## config.mk

```make
export PLATFORM = sky130hd
export DESIGN_NAME = os_drain
export DESIGN_NICKNAME = d
export VERILOG_FILES = /design/src/rtl/os_drain.sv
export SDC_FILE = /design/constraint.sdc
export NUM_CORES = 2
export LEC_CHECK = 0
export BUFFER_PORTS_ARGS = -buffer_cell sky130_fd_sc_hd__clkbuf_2
export CORE_AREA = 2 2 481 483
export CTS_CLUSTER_DIAMETER = 30
export DETAILED_ROUTE_END_ITERATION = 6
export DIE_AREA = 0 0 483 485
export RECOVER_POWER = 50
export SLEW_MARGIN = 20
export SYNTH_ARGS = -nofsm -noshare
export SYNTH_HDL_FRONTEND = slang
export SYNTH_SLANG_ARGS = --single-unit
```

## constraint.sdc

```tcl
create_clock -name clk -period 113.1 [get_ports clk]
set_input_delay 11.31 -clock clk [delete_from_list [all_inputs] [get_ports clk]]
set_output_delay 11.31 -clock clk [all_outputs]
set_load 0.05 [all_outputs]
```

## src/rtl/os_drain.sv

```systemverilog
// os_drain: collects per-tile output-stationary results into a local buffer
// as each tile signals completion, then streams the array out one row per
// accepted handshake, with optional ReLU on readout and a sticky overrun flag.
module os_drain #(
  parameter  int psum_bw = 16,
  parameter  int col     = 8,
  parameter  int row     = 8,
  localparam int rbw     = $clog2(row)
) (
  input  logic                       clk,
  input  logic                       reset,
  input  logic [row*col-1:0]         os_ready,
  input  logic [psum_bw*row*col-1:0] os_output,
  input  logic                       relu_en,
  input  logic                       out_ready,
  output logic                       out_valid,
  output logic [psum_bw*col-1:0]     out_data,
  output logic [rbw-1:0]             out_row,
  output logic                       done,
  output logic                       overrun,
  input  logic                       overrun_clr
);

  localparam int tiles = row * col;
  localparam int kbw   = (tiles > 1) ? $clog2(tiles) : 1;

  localparam logic [0:0] COLLECT = 1'b0;
  localparam logic [0:0] DRAIN   = 1'b1;

  localparam logic [rbw-1:0] last_row = rbw'(row - 1);

  logic [0:0]         state;
  logic [tiles-1:0]   os_ready_d;
  logic [tiles-1:0]   rise;
  logic [tiles-1:0]   mask;
  logic [rbw-1:0]     rd_row;
  logic [psum_bw-1:0] tile_buf [tiles];
  logic               set_overrun;
  logic [kbw-1:0]     base;
  logic [psum_bw-1:0] elem;

  // A tile is reported once per low-to-high transition of its ready flag.
  assign rise = os_ready & ~os_ready_d;

  // Re-raising an already captured tile, or raising anything while the
  // buffer is being drained, means upstream got ahead of us.
  assign set_overrun = (state == COLLECT) ? |(rise & mask) : |rise;

  assign out_valid = (state == DRAIN);
  assign out_row   = rd_row;

  // Delayed copy of the ready flags for edge detection; cleared on reset so
  // flags already high after reset count as fresh completions.
  always_ff @(posedge clk or posedge reset) begin
    if (reset) begin
      os_ready_d <= '0;
    end else begin
      os_ready_d <= os_ready;
    end
  end

  // Tile buffer: captures a tile's result on its rising ready flag, but only
  // while collecting so the row being drained can never change under us.
  always_ff @(posedge clk or posedge reset) begin
    if (reset) begin
      for (int k = 0; k < tiles; k++) begin
        tile_buf[k] <= '0;
      end
    end else if (state == COLLECT) begin
      for (int k = 0; k < tiles; k++) begin
        if (rise[k]) begin
          tile_buf[k] <= os_output[psum_bw*k +: psum_bw];
        end
      end
    end
  end

  // Collect/drain sequencing: enter DRAIN the edge after the mask fills,
  // advance one row per accepted handshake, pulse done after the last row.
  always_ff @(posedge clk or posedge reset) begin
    if (reset) begin
      state  <= COLLECT;
      mask   <= '0;
      rd_row <= '0;
      done   <= 1'b0;
    end else begin
      done <= 1'b0;
      if (state == COLLECT) begin
        mask <= mask | rise;
        if (&mask) begin
          state  <= DRAIN;
          rd_row <= '0;
        end
      end else if (out_ready) begin
        if (rd_row == last_row) begin
          state  <= COLLECT;
          mask   <= '0;
          rd_row <= '0;
          done   <= 1'b1;
        end else begin
          rd_row <= rd_row + rbw'(1);
        end
      end
    end
  end

  // Sticky overrun flag; a new error in the same cycle as a clear keeps it set.
  always_ff @(posedge clk or posedge reset) begin
    if (reset) begin
      overrun <= 1'b0;
    end else if (set_overrun) begin
      overrun <= 1'b1;
    end else if (overrun_clr) begin
      overrun <= 1'b0;
    end
  end

  // Row readout straight from the buffer, with negative values zeroed when
  // ReLU is enabled; the bus is forced to zero while collecting.
  always_comb begin
    out_data = '0;
    elem     = '0;
    base     = kbw'(rd_row) * kbw'(col);
    if (state == DRAIN) begin
      for (int c = 0; c < col; c++) begin
        elem = tile_buf[base + kbw'(c)];
        if (relu_en && elem[psum_bw-1]) begin
          elem = '0;
        end
        out_data[psum_bw*c +: psum_bw] = elem;
      end
    end
  end

endmodule

```

* Word-level counts from Yosys, hierarchy flattened *
Cells that the tools add are included.

word-level totals
  output and inout bits = 134
  logic and storage cells = 231
  flip-flop bits (word level) = 1158
  input bits = 1093

operators by class
  eq/ne operators = 3
  multiplexer cells = 50
  bitwise gates (word level) = 13
  reduce and logical (&&, ||, !) cells = 79
  magnitude comparators = 8
  add/subtract/negate cells = 8

operators by type and width
  operator               number
  $bmux W16 S6           8
  $mux W16               24
  $mux W64               3
  $reduce_and A2 Y1      66
  $and A64 B64 Y64       2
  $mux W128              1
  $reduce_or A64 Y1      2
  $not A64 Y64           1
  $or A64 B64 Y64        1
  $reduce_and A64 Y1     1
  $ge A7 B7 Y1 const B   8
  $not A6 Y7             8
  $add A6 B3 Y6 const B  4
  $add A6 B2 Y6 const B  2
  $mux W3                4
  $mux W1                10
  $logic_and A1 B1 Y1    8
  $add A6 B1 Y6 const B  1
  $reduce_bool A2 Y1     2
  $add A3 B1 Y3 const B  1
  $eq A3 B3 Y1 const B   1
  $ne A2 B1 Y1 const B   1
  $ne A2 B2 Y1 const B   1
  $not A1 Y1             1

* Logic depth before layout (Yosys ltp) *
  depth after elaboration = 8
  depth in mapped cells = 9
  depth with buffers taken out = 6

* Worst setup path before layout *
No wires, ideal clock.

  kind = input port to output port
  start point = input relu_en
  end point = output out_data[127]
  stages = 3
  path buffers = 0
  data required time = 101790 ps
  data arrival time = 12560 ps
  setup slack = 89230 ps
  cells stage by stage = inv_1 > nand2_1 > a21oi_1

between the ends
  longest elaborated chain between the ends = 3

ends and longest elaborated chain
  what                 line  text
  start, declared      14    input logic relu_en,
  $logic_and A1 B1 Y1  127   if (relu_en && elem[psum_bw-1]) begin
  $mux W16             127
  $mux W128            124   if (state == DRAIN) begin
  end, declared        17    output logic [psum_bw*col-1:0] out_data,

Every way passes these cells.

* Worst setup path after layout *
  start point = input relu_en
  end point = output out_data[3]

The elaborated chain is that of the path after synthesis.

==> run summary <==
RUN STATUS
-------------------------------------------------------------------------------------------
Outcome                                                                        finished with violations
Violations in the final reports                                                max-capacitance violations, max-slew violations

CELLS AND AREA
-------------------------------------------------------------------------------------------
Layout area overhead                                                                  39.8%
Fraction of final layout cells sized beyond drive strength 1                          0.611
Number of nets in the layout                                                           5937
Filler Cell Count                                                                     23000
Fin cells                                                                              8151
Total non-filler cell area in the finished layout                                0.0718 mm2

MIN PATH
-------------------------------------------------------------------------------------------
Worst min-delay path category                                                    reg -> reg
Instance count along the most critical hold path                                          1

YOSYS
-------------------------------------------------------------------------------------------
Nets in the synthesized netlist                                                        4500
Warnings from Yosys                                                                       0
Fraction of post-synthesis cell area in the top cell type by area                     0.564
Share of the synthesized netlist area taken by xor and xnor gates                         0
Simple-gate share of the synthesized area                                            0.0542
Fraction of the mapped netlist area in adder cells                                 0.000487
Avg Cell Area, Syn                                                                 15.1 um2
Count of different cell masters after synthesis                                          35
Number of enable-type register cells in the synthesized netlist                           0
Top FF cell, synth                                                             sky130_fd_sc_hd__dfrtp_1
Post-synthesis compound-gate area fraction                                           0.0221
Synthesis-stage register bit count                                                     1158
Asr flop ratio synth                                                                   1.00
Cell area after technology mapping                                               0.0514 mm2
Share of the yosys chip area belonging to registers                                   0.564
Most repeated cell in the gate-level netlist after synthesis                   sky130_fd_sc_hd__dfrtp_1
Largest family of logic cells by synthesized area                              multiplexers
Most used standard cells in the synthesized netlist                            sky130_fd_sc_hd__dfrtp_1 (1158), sky130_fd_sc_hd__mux2_2 (1024), sky130_fd_sc_hd__mux4_2 (255)
Fraction of synthesized area in multiplexers                                          0.339
Post-synthesis instance total                                                          3405
Ranking of synthesized cells by area                                           sky130_fd_sc_hd__dfrtp_1 (56%), sky130_fd_sc_hd__mux2_2 (22%), sky130_fd_sc_hd__mux4_2 (11%)
Post-synthesis cell type with the largest combined area                        sky130_fd_sc_hd__dfrtp_1

FLOORPLANNING
-------------------------------------------------------------------------------------------
Die area                                                                          0.234 mm2
Width of the chip                                                                    483 um
Row cnt                                                                                 176
Effective utilization at floorplan                                                    0.224
Num ports                                                                              1227
Height of the die                                                                    485 um
Core area                                                                         0.229 mm2

GLOBAL ROUTING
-------------------------------------------------------------------------------------------
Antenna violations before repair                                                        126
Vias in the first global route                                                        40600
Global-route wire length before repair                                            341000 um
Total global-route track usage                                                        0.211
Residual overflow from global routing                                                     0
Maximum number of pins on one net before global-route repair                            164

CLOCK TREE
-------------------------------------------------------------------------------------------
Clk slew on worst S/H paths                                                         0.04 ns
Clock buffer depth                                                                        4
Number of resized instances in the post-cts repair step                                   0
Hold-fix buffers at CTS                                                                   0
Clock Sinks                                                                            1158
Clock latency of the later-clocked register in the worst-skew pair                  0.89 ns
Clock buffers created by TritonCTS                                                      317
Post-CTS Setup Inserts                                                                    0
TritonCTS clock tree                                                                  built
CTS Root Buffer Type                                                           sky130_fd_sc_hd__clkbuf_16
H-tree lvl count                                                                          5

DRT
-------------------------------------------------------------------------------------------
Number of design-rule violations left by the first detailed-router iteration           2366
First-pass iteration count of the detailed router                                         6
Per-cell routed wire length                                                         31.1 um
Residual DRC                                                                              0
Total number of vias                                                                  38000
Wire length after detailed routing                                                253000 um
Average via count per standard cell                                                    4.66
Post-detailed-route count of antenna-violating nets                                       0

TIMING
-------------------------------------------------------------------------------------------
Maximum clock skew at final layout                                                0.0880 ns
Final worst path period share                                                         0.216
Slew Limit Fails                                                                       1210
Worst-Margin Slew                                                                   5.01 ns
Setup TNS                                                                              0 ns
Final setup fails                                                                         0
Min cycle time layout                                                              24.43 ns
Final Hold Viols                                                                          0
Remaining max-slew budget at the tightest pin                                         -2.36
Worst hold slack                                                                   0.496 ns
RSZ-0062 raised after global routing                                                     no
Highest clock rate                                                               0.0409 GHz

SETUP PATH
-------------------------------------------------------------------------------------------
Critical path required time                                                       101.79 ns
Worst setup EP type                                                            primary output
Family of cells with the greatest summed delay on the critical path            compound AO/OA/AOI/OAI gates
Critical-path cell list                                                        clkbuf_2 > inv_1 > buf_4 > o21ai_2 > a21oi_1 > clkbuf_2
Category of the worst setup path launch point                                    input port
Worst R2R Path Depth                                                                      6
Buffer and inverter count on the worst path                                               4
Worst setup path class                                                            in -> out
Crit-path max cell delay                                                            0.93 ns
Data arrival time of the worst path                                                13.12 ns
Cell count along the critical path                                                        6
Crit-path max FO                                                                         15
Critical path's slowest cell                                                   sky130_fd_sc_hd__o21ai_2
Most frequent cell on the critical path                                        sky130_fd_sc_hd__clkbuf_2

PWR
-------------------------------------------------------------------------------------------
Power density relative to cell area                                             35.1 mW/mm2
Worst vdd ir                                                                      0.0271 mV
Leakage power figure                                                                30.7 nW

PLACEMENT
-------------------------------------------------------------------------------------------
Placed cells                                                                           7547
Routability cong.                                                                     0.962
Post-Place Cell Area                                                             0.0613 mm2
IO Port Bufs                                                                           1226
Placed wire-length estimate after detailed placement                              194000 um

FLOW RUN
-------------------------------------------------------------------------------------------
Total of max-cap violations                                                              58

-- per-layer routing --
layer	track usage	up-vias	wire (um)
met5	0	-	568
met4	0.0813	90	11000
met3	0.0855	626	25200
met2	0.343	1893	118000
met1	0.249	19800	98300
li1	-	15600	-
-- cell type report --
type / count / area (um2) / share of cell area
sequential: 1158 / 29000 / 0.404
multi-input combinational: 2053 / 21400 / 0.298
clock buffer: 416 / 8890 / 0.124
timing repair buffer: 1290 / 6500 / 0.0906
tap: 3026 / 3790 / 0.0527
clock inverter: 144 / 2010 / 0.0281
antenna: 42 / 105 / 0.00146
inverter: 22 / 88.8 / 0.00124
-- kinds of logic after synthesis --
group           Yosys count
compound gates          149
fa+ha+maj                 2
buf+inv                 194
flops                  1158
mux                    1288
simple gates            614
-- cells in the final DEF (no fill, tap or decap), drive strengths merged --
cell	Yosys	routed
or4	1	1
mux4	256	256
nor4	11	11
mux2i	8	8
clkinvlp	0	28
a21o	1	1
dfrtp	1158	1158
and3	1	1
nand3b	48	48
inv	22	33
mux2	1024	1024
nor3	1	1
clkbuf	26	1671
nand4	32	32
nand3	3	3
ha	2	2
nand2b	65	65
nand2	251	251
nand4b	1	1
clkinv	0	65
o2111ai	16	16
o21ai	11	11
diode	0	42
a21oi	121	121
nor2	200	200
bufinv	0	40
buf	146	35
-- path summary, 6_finish.rpt --
kind	startpoint	to	slack, ns
max in group asynchronous	reset	tile_buf[706]	94.22
max reg2reg	out_row[0]	mask[2]	107.72
max	relu_en	out_data[3]	88.67
min	tile_buf[556]	tile_buf[556]	0.50
min reg2reg	tile_buf[556]	tile_buf[556]	0.50
min in group asynchronous	reset	tile_buf[658]	11.94
-- worst register-to-register path, stage by stage (launching register included) --
cell and delay [ns]:
sky130_fd_sc_hd__dfrtp_4 0.97, sky130_fd_sc_hd__buf_4 0.86, sky130_fd_sc_hd__ha_1 0.32, sky130_fd_sc_hd__ha_1 0.19
sky130_fd_sc_hd__and3_2 0.19, sky130_fd_sc_hd__clkbuf_1 2.32, sky130_fd_sc_hd__nor2_1 0.24
-- metrics by stage --
stage | power, mW | worst slack (ns) | utilization
2_1_floorplan | 1.30 | 69.17 | -
3_3_place_gp | 1.61 | 88.69 | 0.267
3_5_place_dp | 1.62 | 88.64 | 0.267
4_1_cts | 2.55 | 88.64 | 0.315
5_1_grt | 2.62 | 88.51 | 0.313
6_report | 2.52 | 88.67 | 0.314
-- flip-flops by register name (all words and copies together), names as in the netlist --
register / flops
tile_buf: 1024
mask: 64
os_ready_d: 64
out_row: 3
done: 1
out_valid: 1
overrun: 1
-- report_power, final --
group	switching [mW]	leakage [nW]	internal (mW)
sequential	0.132	13.3	0.611
combinational	0.501	12.1	0.366
clock	0.273	5.30	0.639
Note: power is estimated with default switching activity, not from simulation.
